File: src/rtl/ad_acq_scheduler.sv
// AD7606 acquisition scheduler: paces conversion requests, tags returned channel
// samples with their index for the capture FIFO, and tracks overruns, drops and timeouts.
module ad_acq_scheduler #(
  parameter logic [15:0] MIN_DIV     = 16'd64,
  parameter logic [15:0] TIMEOUT_CYC = 16'd1024,
  parameter int unsigned NUM_CH      = 8
) (
  input  logic        clk,
  input  logic        rst_n,
  input  logic        start,
  input  logic        stop,
  input  logic [15:0] cfg_div,
  input  logic [15:0] cfg_frames,
  input  logic [7:0]  cfg_ch_mask,
  output logic        conv_req,
  input  logic        smp_valid,
  input  logic [15:0] smp_data,
  input  logic        fifo_full,
  output logic        fifo_wr_en,
  output logic [18:0] fifo_wr_data,
  output logic        busy,
  output logic        done,
  output logic [15:0] frame_cnt,
  output logic [7:0]  overrun_cnt,
  output logic [7:0]  drop_cnt,
  output logic        timeout_err
);

  typedef enum logic [2:0] {S_IDLE, S_WAIT_TICK, S_COLLECT, S_CHECK, S_DONE} state_e;

  localparam logic [2:0] LAST_CH = 3'(NUM_CH - 1);

  state_e      state_q, state_d;
  logic [15:0] div_q, div_d, frames_q, frames_d;
  logic [15:0] tick_cnt_q, tick_cnt_d, to_cnt_q, to_cnt_d, frame_cnt_q, frame_cnt_d;
  logic [7:0]  mask_q, mask_d, overrun_q, overrun_d, drop_q, drop_d;
  logic [2:0]  smp_cnt_q, smp_cnt_d;
  logic        stop_pend_q, stop_pend_d, timeout_q, timeout_d;
  logic        conv_req_q, conv_req_d, wr_en_q, wr_en_d;
  logic [18:0] wr_data_q, wr_data_d;
  logic        busy_w, tick_w;

  assign busy_w = (state_q == S_WAIT_TICK) || (state_q == S_COLLECT) || (state_q == S_CHECK);
  assign tick_w = busy_w && (tick_cnt_q == div_q - 16'd1);

  always_comb begin
    // NOTE: every _d gets a default before the case so no path can infer a latch.
    state_d     = state_q;
    div_d       = div_q;
    frames_d    = frames_q;
    mask_d      = mask_q;
    tick_cnt_d  = tick_cnt_q;
    to_cnt_d    = to_cnt_q;
    frame_cnt_d = frame_cnt_q;
    overrun_d   = overrun_q;
    drop_d      = drop_q;
    smp_cnt_d   = smp_cnt_q;
    stop_pend_d = stop_pend_q;
    timeout_d   = timeout_q;
    wr_data_d   = wr_data_q;
    conv_req_d  = 1'b0;
    wr_en_d     = 1'b0;

    if (busy_w) tick_cnt_d = tick_w ? 16'd0 : tick_cnt_q + 16'd1;
    if (busy_w && stop) stop_pend_d = 1'b1;
    // A tick that lands while a frame is still being read out is lost.
    if (tick_w && (state_q == S_COLLECT || state_q == S_CHECK) && overrun_q != 8'hFF)
      overrun_d = overrun_q + 8'd1;

    unique case (state_q)
      S_IDLE: begin
        stop_pend_d = 1'b0;
        if (start && !stop) begin
          div_d       = (cfg_div < MIN_DIV) ? MIN_DIV : cfg_div;
          frames_d    = cfg_frames;
          mask_d      = cfg_ch_mask;
          frame_cnt_d = 16'd0;
          overrun_d   = 8'd0;
          drop_d      = 8'd0;
          timeout_d   = 1'b0;
          tick_cnt_d  = 16'd0;
          state_d     = S_WAIT_TICK;
        end
      end
      S_WAIT_TICK: begin
        if (stop_pend_q) begin
          state_d = S_DONE;
        end else if (tick_w) begin
          conv_req_d = 1'b1;
          smp_cnt_d  = 3'd0;
          to_cnt_d   = 16'd0;
          state_d    = S_COLLECT;
        end
      end
      S_COLLECT: begin
        to_cnt_d = to_cnt_q + 16'd1;
        if (smp_valid) begin
          smp_cnt_d = smp_cnt_q + 3'd1;
          if (mask_q[smp_cnt_q]) begin
            if (!fifo_full) begin
              wr_en_d   = 1'b1;
              wr_data_d = {smp_cnt_q, smp_data};
            end else if (drop_q != 8'hFF) begin
              drop_d = drop_q + 8'd1;
            end
          end
        end
        // The last sample wins over a timeout expiring in the same cycle.
        if (smp_valid && smp_cnt_q == LAST_CH) begin
          frame_cnt_d = frame_cnt_q + 16'd1;
          state_d     = S_CHECK;
        end else if (to_cnt_q == TIMEOUT_CYC - 16'd1) begin
          timeout_d = 1'b1;
          state_d   = S_CHECK;
        end
      end
      S_CHECK: begin
        if (stop_pend_q || (frames_q != 16'd0 && frame_cnt_q == frames_q)) state_d = S_DONE;
        else state_d = S_WAIT_TICK;
      end
      S_DONE:  state_d = S_IDLE;
      default: state_d = S_IDLE;
    endcase
  end

  always_ff @(posedge clk or negedge rst_n) begin
    if (!rst_n) begin
      state_q     <= S_IDLE;
      div_q       <= '0;
      frames_q    <= '0;
      mask_q      <= '0;
      tick_cnt_q  <= '0;
      to_cnt_q    <= '0;
      frame_cnt_q <= '0;
      overrun_q   <= '0;
      drop_q      <= '0;
      smp_cnt_q   <= '0;
      stop_pend_q <= 1'b0;
      timeout_q   <= 1'b0;
      conv_req_q  <= 1'b0;
      wr_en_q     <= 1'b0;
      wr_data_q   <= '0;
    end else begin
      // NOTE: non-blocking so every flop samples the pre-edge value of its peers.
      state_q     <= state_d;
      div_q       <= div_d;
      frames_q    <= frames_d;
      mask_q      <= mask_d;
      tick_cnt_q  <= tick_cnt_d;
      to_cnt_q    <= to_cnt_d;
      frame_cnt_q <= frame_cnt_d;
      overrun_q   <= overrun_d;
      drop_q      <= drop_d;
      smp_cnt_q   <= smp_cnt_d;
      stop_pend_q <= stop_pend_d;
      timeout_q   <= timeout_d;
      conv_req_q  <= conv_req_d;
      wr_en_q     <= wr_en_d;
      wr_data_q   <= wr_data_d;
    end
  end

  assign conv_req     = conv_req_q;
  assign fifo_wr_en   = wr_en_q;
  assign fifo_wr_data = wr_data_q;
  assign busy         = busy_w;
  assign done         = (state_q == S_DONE);
  assign frame_cnt    = frame_cnt_q;
  assign overrun_cnt  = overrun_q;
  assign drop_cnt     = drop_q;
  assign timeout_err  = timeout_q;

endmodule
File: config.mk
export PLATFORM = sky130hd
export DESIGN_NAME = ad_acq_scheduler
export DESIGN_NICKNAME = d
export VERILOG_FILES = /design/src/rtl/ad_acq_scheduler.sv
export SDC_FILE = /design/constraint.sdc
export NUM_CORES = 1
export LEC_CHECK = 0
export CAP_MARGIN = 10
export CORE_UTILIZATION = 60
export CTS_BUF_LIST = sky130_fd_sc_hd__clkbuf_8
export DETAILED_ROUTE_END_ITERATION = 16
export DONT_BUFFER_PORTS = 1
export MAX_ROUTING_LAYER = met4
export PLACE_DENSITY = 0.88
export RECOVER_POWER = 25
export SETUP_SLACK_MARGIN = 0.15
export SLEW_MARGIN = 10
export SYNTH_ARGS = -nofsm -noshare
export SYNTH_HDL_FRONTEND = slang
export SYNTH_SLANG_ARGS = --single-unit
export TNS_END_PERCENT = 5
File: constraint.sdc
create_clock -name clk -period 2.8 [get_ports clk]
set_input_delay 0.7 -clock clk [delete_from_list [all_inputs] [get_ports clk]]
set_output_delay 0.7 -clock clk [all_outputs]
set_load 0.02 [all_outputs]
==> impl_metrics.csv, run 1 <==
group,metric,value,unit
timing,setup_repair_after_global_routing_missed_its_margin,"true",
pwr,share_clk_of_total_power,28.3,%
clock_tree,cts_tree,"done",
floorplanning,initial_util,61.6,%
synth,synth_top_cell_area_share,49.6,%
synth,synth.lib_cells_used.distinct,53,
synth,synth_most_common_cell,"sky130_fd_sc_hd__nand2_1",
worst_setup_path,critical_path_required,3.19,ns
synth,ys_top_cells_by_count,"sky130_fd_sc_hd__nand2_1 (139), sky130_fd_sc_hd__dfrtp_1 (133), sky130_fd_sc_hd__nor2_1 (76)",
synth,seq_area_frac_synth,49.6,%
floorplanning,die_area,0.0116,mm^2
timing,final_min_period_over_clock_period,104,%
global_route,initial_antenna_violation_count,0,
worst_setup_path,regToRegStartpoint,"div_q[0]",
global_route,first_global_vias,5548,
worst_setup_path,r2r_end,"overrun_cnt[0]",
timing,setup_viol,25,
synth,synth_edf_count,0,
layout,num-nets-final,791,
layout,final_layout_size_suffix_gt1_share,15.1,%
synth,avgSynthCellArea,9.61,um^2
outcome,violations_in_the_final_reports,"hold timing, setup timing",
timing,fin_setup_tns,-1.31,ns
timing,holdWs,-0.0753,ns
timing,maxClockFrequency,345,MHz
global_route,global_route.overflow_total,0,
global_route,maximum_number_of_pins_on_one_net_before_global_route_repair,134,
layout,layout.filler_cells,741,
pwr,power.static_leakage,0.00349,uW
floorplanning,die_y,108,um
worst_setup_path,timing.critical_path.cells,"inv_1 > ha_2 > or3b_4 > xnor2_1 > nor4_1 > nand4_1 > or4_4 > buf_6 > or3_4 > a21oi_2",
layout,finish.utilization,69.5,%
run,maxCapViolations,0,
placed_design,io_buffer_count,0,
worst_setup_path,worst-endpoint-arrival,3.29,ns
pwr,power_density,774,mW/mm^2
floorplanning,placement_rows,38,
worst_setup_path,setup.worst_path.start_class,"flip-flop",
floorplanning,core_ar,0.0109,mm^2
detailed_routing,route.detailed.wl_per_inst,18.4,um
clock_tree,path_clk_slew,0.08,ns
worst_setup_path,ff2ff_setup_slack,-0.10,ns
detailed_routing,route.antenna.remaining_nets,0,
layout,area_delta_synth_final,12.9,%
timing,slew_headroom,51.2,%
pwr,combPwrFrac,26.8,%
timing,max_clock_skew,0.0145,ns
synth,synthDominantAreaCellType,"sky130_fd_sc_hd__dfrtp_1",
layout,diodes,0,
detailed_routing,drc,0,
clock_tree,clock_latency,0.46,ns
detailed_routing,dr.pass1.iters,6,
pwr,power.switching_fraction,35.3,%
synth,syn-cell-area,0.00671,mm^2
pwr,switchingPower,2070,uW
synth,ys.warnings.count,0,
detailed_routing,met2WireLength,8.23,mm
synth,synth.net_count,768,
clock_tree,numClockSinks,133,
clock_tree,cts_max_path_buffers,2,
clock_tree,cts_max_level,4,
synth,postSynthCellCount,698,
detailed_routing,wl_met3,1.23,mm
placed_design,finalWeightedCongestion,0.882,
layout,final-instance-count-excl-fill,874,
synth,post_synth_main_area_contributors,"sky130_fd_sc_hd__dfrtp_1 (50%), sky130_fd_sc_hd__nand2_1 (7.8%), sky130_fd_sc_hd__xor2_1 (6.5%)",
detailed_routing,routed_wl,16.1,mm
synth,postSynth.asyncResetShare,100,%
synth,synth_top_flop_cell,"sky130_fd_sc_hd__dfrtp_1",
pwr,intPower,3790,uW
timing,setup_slack,-0.102,ns
clock_tree,clk_root_buffer_cell,"sky130_fd_sc_hd__clkbuf_8",
worst_setup_path,ff2ff_path_depth,10,
pwr,power.total,5860,uW
worst_setup_path,critical_path.endpoint_type,"flip-flop",
hold_path,min_path_type,"input pin to asynchronous set/reset pin",
timing,timing.final.max_slew_violations,0,
placed_design,hpwl_reported_at_the_end_of_detailed_placement,10.7,mm
detailed_routing,first_iter_violations,397,
outcome,run_status,"finished, violations left",
global_route,grtUsageTotal,30.6,%
timing,max_slew.worst_pin.slew,0.727,ns
synth,ys_seq_elements,133,
global_route,grt_first_pass_wirelength,26.2,mm
worst_setup_path,largest_stage_delay_worst_path,0.61,ns
floorplanning,floorplan.io_pins,118,
floorplanning,die_w,108,um
worst_setup_path,slowest_stage,"sky130_fd_sc_hd__or4_4",
detailed_routing,dr_total_vias,5348,
placed_design,place.detailed.instances,835,
worst_setup_path,path_class,"flip-flop to flip-flop",
timing,finalCriticalPeriod,2.90,ns
clock_tree,cts-buffers-inserted,17,
detailed_routing,via_count_normalized_by_instance_count,6.12,
pwr,share_seq_of_total_power,44.9,%
detailed_routing,top_signal_layer_used,"met4",
timing,final_hold_vio_count,133,
worst_setup_path,critical_path.max_fanout,6,
pwr,ir_drop,0.000619,V
detailed_routing,detail_route.wirelength.met1,6.27,mm
==> layout by cell type, fill, tap and decap left out, drive strengths merged, types with 7 or more instances in the layout <==
cell type,Yosys,layout
a21oi,19,19
and3,7,7
buf,5,32
clkbuf,23,19
clkinv,1,7
dfrtp,133,133
ha,8,8
inv,12,17
mux2,20,20
nand2,139,139
nand3,27,27
nand4,24,24
nor2,77,77
nor3,16,16
nor4,17,17
o21ai,20,20
xnor2,32,32
xor2,50,50
==> worst max path at each step <==
stage | start | end | slack, ns | depth (start not counted)
floorplan | div_q[0] | overrun_cnt[6] | -0.04 | 10
global placement | div_q[0] | overrun_cnt[6] | -0.001 | 8
detailed placement | div_q[1] | overrun_cnt[6] | -0.08 | 9
CTS | div_q[0] | overrun_cnt[0] | -0.03 | 9
global route | div_q[0] | overrun_cnt[0] | -0.20 | 10
finish | div_q[0] | overrun_cnt[0] | -0.10 | 10
==> flip-flops by register name (all words and copies together), names as in the netlist <==
name / count
fifo_wr_data: 19
div_q: 16
frame_cnt: 16
frames_q: 16
tick_cnt_q: 16
to_cnt_q: 16
drop_cnt: 8
mask_q: 8
overrun_cnt: 8
smp_cnt_q: 3
state_q: 3
conv_req: 1
fifo_wr_en: 1
stop_pend_q: 1
timeout_err: 1
==> metrics by stage <==
stage          setup slack [ns]  area (um^2)
2_1_floorplan           -0.0353         6740
3_3_place_gp           -0.00140         7000
6_report                 -0.102         7570
4_1_cts                 -0.0280         7530
3_5_place_dp            -0.0752         7000
5_1_grt                  -0.201         7570
==> worst max-delay path, delay by kind of cell, from the launching register on <==
| kind | cells | cell delay, ns |
|---|---|---|
| simple gates | 5 | 1.68 |
| flops | 1 | 0.40 |
| buf+inv | 2 | 0.27 |
| fa+ha+maj | 1 | 0.19 |
| compound gates | 1 | 0.15 |
| xor+xnor | 1 | 0.13 |
==> layer usage <==
metal / vias to the layer above / GRT usage, %
li1: 2455 / -
met1: 2632 / 34.3
met2: 226 / 50.5
met3: 35 / 9.93
met4: 0 / 12.6
met5: - / -
==> power groups by stage <==
stage / combinational, uW / clock [uW] / sequential (uW)
global placement: 1470 / 0 / 2630
detailed placement: 1520 / 0 / 2650
CTS: 1550 / 1680 / 2620
floorplan: 1120 / 0 / 2570
finish: 1570 / 1660 / 2630
global route: 1730 / 1760 / 2660
==> cells by family after synthesis <==
kind of cell	after synthesis	synth area share, %
AOI/OAI and AO/OA	68	6.44
xor gates and xnor gates	82	10.7
adders and majority gates	8	1.49
buffers and inverters	41	2.57
DFF	133	49.6
muxes	27	4.78
and+or+nand+nor	339	24.4
==> repair_timing <==
item | in CTS | in global routing
hold endpoints to repair | 133 | 133
setup buffers | 5 | 1
gates cloned | 1 | 0
pin swaps | 15 | 8
endpoints found under the setup margin | 43 | 47
resized for setup | 15 | 7
==> cell type report <==
cell class / instances / area [um^2] / share of cell area, %
Timing Repair Buffer: 32 / 300 / 3.97
Inverter: 13 / 48.8 / 0.644
Clock inverter: 13 / 146 / 1.93
Clock buffer: 19 / 262 / 3.45
Sequential cell: 133 / 3330 / 44.0
Tap cell: 140 / 175 / 2.31
Multi-Input combinational cell: 524 / 3310 / 43.7
Note: power is estimated with default switching activity, not from simulation.
==> run 2, diff against run 1 <==
Settings changed: REMOVE_ABC_BUFFERS set to 1.
==> impl_metrics.csv, run 2 (synthesized netlist as in run 1, its figures left out) <==
group,metric,value,unit
clock_tree,clock_latency,0.47,ns
timing,timing.final.max_slew_violations,0,
pwr,power.total,5860,uW
layout,area_delta_synth_final,14.7,%
global_route,met1_capacity_usage_during_global_routing,35.8,%
global_route,first_global_vias,5492,
layout,layout.cells.most_common_list,"sky130_fd_sc_hd__nand2_1 (138), sky130_fd_sc_hd__dfrtp_1 (133), sky130_fd_sc_hd__nor2_1 (66)",
layout,final_layout_size_suffix_gt1_share,18.1,%
pwr,share_seq_of_total_power,44.9,%
global_route,global_route.overflow_total,0,
worst_setup_path,critical_path.endpoint_type,"flip-flop",
global_route,grtUsageTotal,30.6,%
worst_setup_path,largest_stage_delay_worst_path,0.61,ns
worst_setup_path,timing.critical_path.cells,"inv_2 > ha_4 > nor3b_4 > or3_1 > a221oi_2 > nor3_1 > or4_4 > or4_4 > a21oi_2",
layout,area_of_combinational_cells_with_multiple_inputs,0.00340,mm^2
worst_setup_path,slowest_stage,"sky130_fd_sc_hd__or4_4",
timing,setup_slack,-0.0917,ns
global_route,use_met3,8.72,%
timing,setup_repair_after_global_routing_missed_its_margin,"true",
run,maxCapViolations,0,
global_route,initial_antenna_violation_count,0,
global_route,gr-usage-met2,48.3,%
worst_setup_path,regToRegStartpoint,"div_q[0]",
clock_tree,cts_max_path_buffers,2,
pwr,ir_drop,0.000562,V
floorplanning,die_w,108,um
timing,setup_viol,28,
floorplanning,die_area,0.0116,mm^2
hold_path,min_path_type,"input pin to asynchronous set/reset pin",
timing,holdWs,-0.0864,ns
pwr,power.static_leakage,0.00351,uW
worst_setup_path,worst-endpoint-arrival,3.29,ns
timing,finalCriticalPeriod,2.89,ns
global_route,maximum_number_of_pins_on_one_net_before_global_route_repair,134,
pwr,intPower,3760,uW
layout,seq_area,0.00333,mm^2
placed_design,placed_cell_area,0.00704,mm^2
clock_tree,clk_root_buffer_cell,"sky130_fd_sc_hd__clkbuf_8",
placed_design,finalWeightedCongestion,0.919,
layout,layout.filler_cells,743,
layout,final_common_cell,"sky130_fd_sc_hd__nand2_1",
floorplanning,die_y,108,um
floorplanning,placement_rows,38,
clock_tree,cts_max_level,4,
placed_design,io_buffer_count,0,
timing,maxClockFrequency,346,MHz
worst_setup_path,setup.worst_path.start_class,"flip-flop",
outcome,run_status,"finished, violations left",
detailed_routing,route.antenna.remaining_nets,0,
layout,final-instance-count-excl-fill,881,
detailed_routing,route.detailed.wl_per_inst,18.1,um
detailed_routing,drc,0,
floorplanning,initial_util,61.6,%
worst_setup_path,ff2ff_path_depth,9,
layout,diodes,0,
pwr,combPwrFrac,28.4,%
timing,final_min_period_over_clock_period,103,%
floorplanning,floorplan.io_pins,118,
clock_tree,cts-buffers-inserted,17,
detailed_routing,dr_total_vias,5389,
layout,post_route_standard_cell_area_excluding_fillers,0.00770,mm^2
worst_setup_path,path_common_cell,"sky130_fd_sc_hd__or4_4",
detailed_routing,routed_wl,15.9,mm
global_route,busiest_layer,"met2",
layout,largest_reg_flops,19,
clock_tree,numClockSinks,133,
worst_setup_path,r2r_end,"overrun_cnt[6]",
placed_design,place.detailed.instances,842,
timing,max_slew.worst_pin.slew,0.704,ns
clock_tree,cts_tree,"done",
detailed_routing,via_count_normalized_by_instance_count,6.12,
timing,final_hold_vio_count,133,
detailed_routing,dr.pass1.iters,5,
pwr,switchingPower,2100,uW
floorplanning,core_ar,0.0109,mm^2
worst_setup_path,path_class,"flip-flop to flip-flop",
detailed_routing,first_iter_violations,491,
outcome,violations_in_the_final_reports,"hold timing, setup timing",
placed_design,hpwl_reported_at_the_end_of_detailed_placement,10.8,mm
layout,num-nets-final,798,
pwr,power.switching_fraction,35.8,%
clock_tree,path_clk_slew,0.08,ns
timing,max_clock_skew,0.0120,ns
worst_setup_path,ff2ff_setup_slack,-0.09,ns
timing,slew_headroom,52.9,%
worst_setup_path,critical_path_required,3.20,ns
global_route,grt_first_pass_wirelength,26.2,mm
pwr,power_density,761,mW/mm^2
pwr,share_clk_of_total_power,26.8,%
worst_setup_path,critical_path.max_fanout,7,
-- run 2: worst max-delay path by stage --
stage / from / to / cells after the start / slack, ns
floorplan: stop / frame_cnt[13] / 7 / -4.70
CTS: div_q[1] / overrun_cnt[0] / 9 / -0.06
global placement: div_q[0] / overrun_cnt[6] / 9 / -0.04
global route: div_q[0] / overrun_cnt[6] / 9 / -0.17
finish: div_q[0] / overrun_cnt[6] / 9 / -0.09
detailed placement: div_q[0] / overrun_cnt[3] / 10 / -0.21
-- run 2: timing repair --
item,CTS,global route
gates cloned,1,0
resized for setup,47,8
hold endpoints to repair,133,133
endpoints found under the setup margin,45,47
setup buffers,4,2
pin swaps,33,10
-- run 2: stage by stage --
stage / setup WS (ns) / TNS (ns) / util (%)
after floorplan: -4.70 / -233.00 / -
after global placement: -0.0412 / -0.186 / 64.6
after detailed placement: -0.214 / -2.17 / 64.6
after CTS: -0.0553 / -0.247 / 70.3
after global routing: -0.169 / -4.33 / 70.7
final: -0.0917 / -0.747 / 70.7
-- run 2: layout make-up --
cell class                 count  area share (%)
clock buffer                  19            3.40
clock inverter                13            1.56
inverter                      13           0.634
multi-input combinational    524            44.2
sequential                   133            43.2
tap                          140            2.28
timing repair buffer          39            4.70
-- run 2: routing by layer --
layer | share of wire, % | wire length, um
met5 | 0 | 0
met4 | 3.5 | 559
met3 | 6.6 | 1050
met2 | 50 | 7960
met1 | 40 | 6350
-- run 2: worst max-delay path, delay by kind of cell, from the launching register on --
kind | cells | cell delay, ns
simple gates | 5 | 1.80
flops | 1 | 0.40
compound gates | 2 | 0.38
fa+ha+maj | 1 | 0.17
buf+inv | 1 | 0.07
-- run 2: power by group through the flow --
stage / clock, uW / sequential (uW) / combinational [uW]
detailed placement: 0 / 2640 / 1520
floorplan: 0 / 2590 / 1030
global route: 1660 / 2670 / 1840
CTS: 1580 / 2620 / 1620
finish: 1570 / 2630 / 1660
global placement: 0 / 2610 / 1470
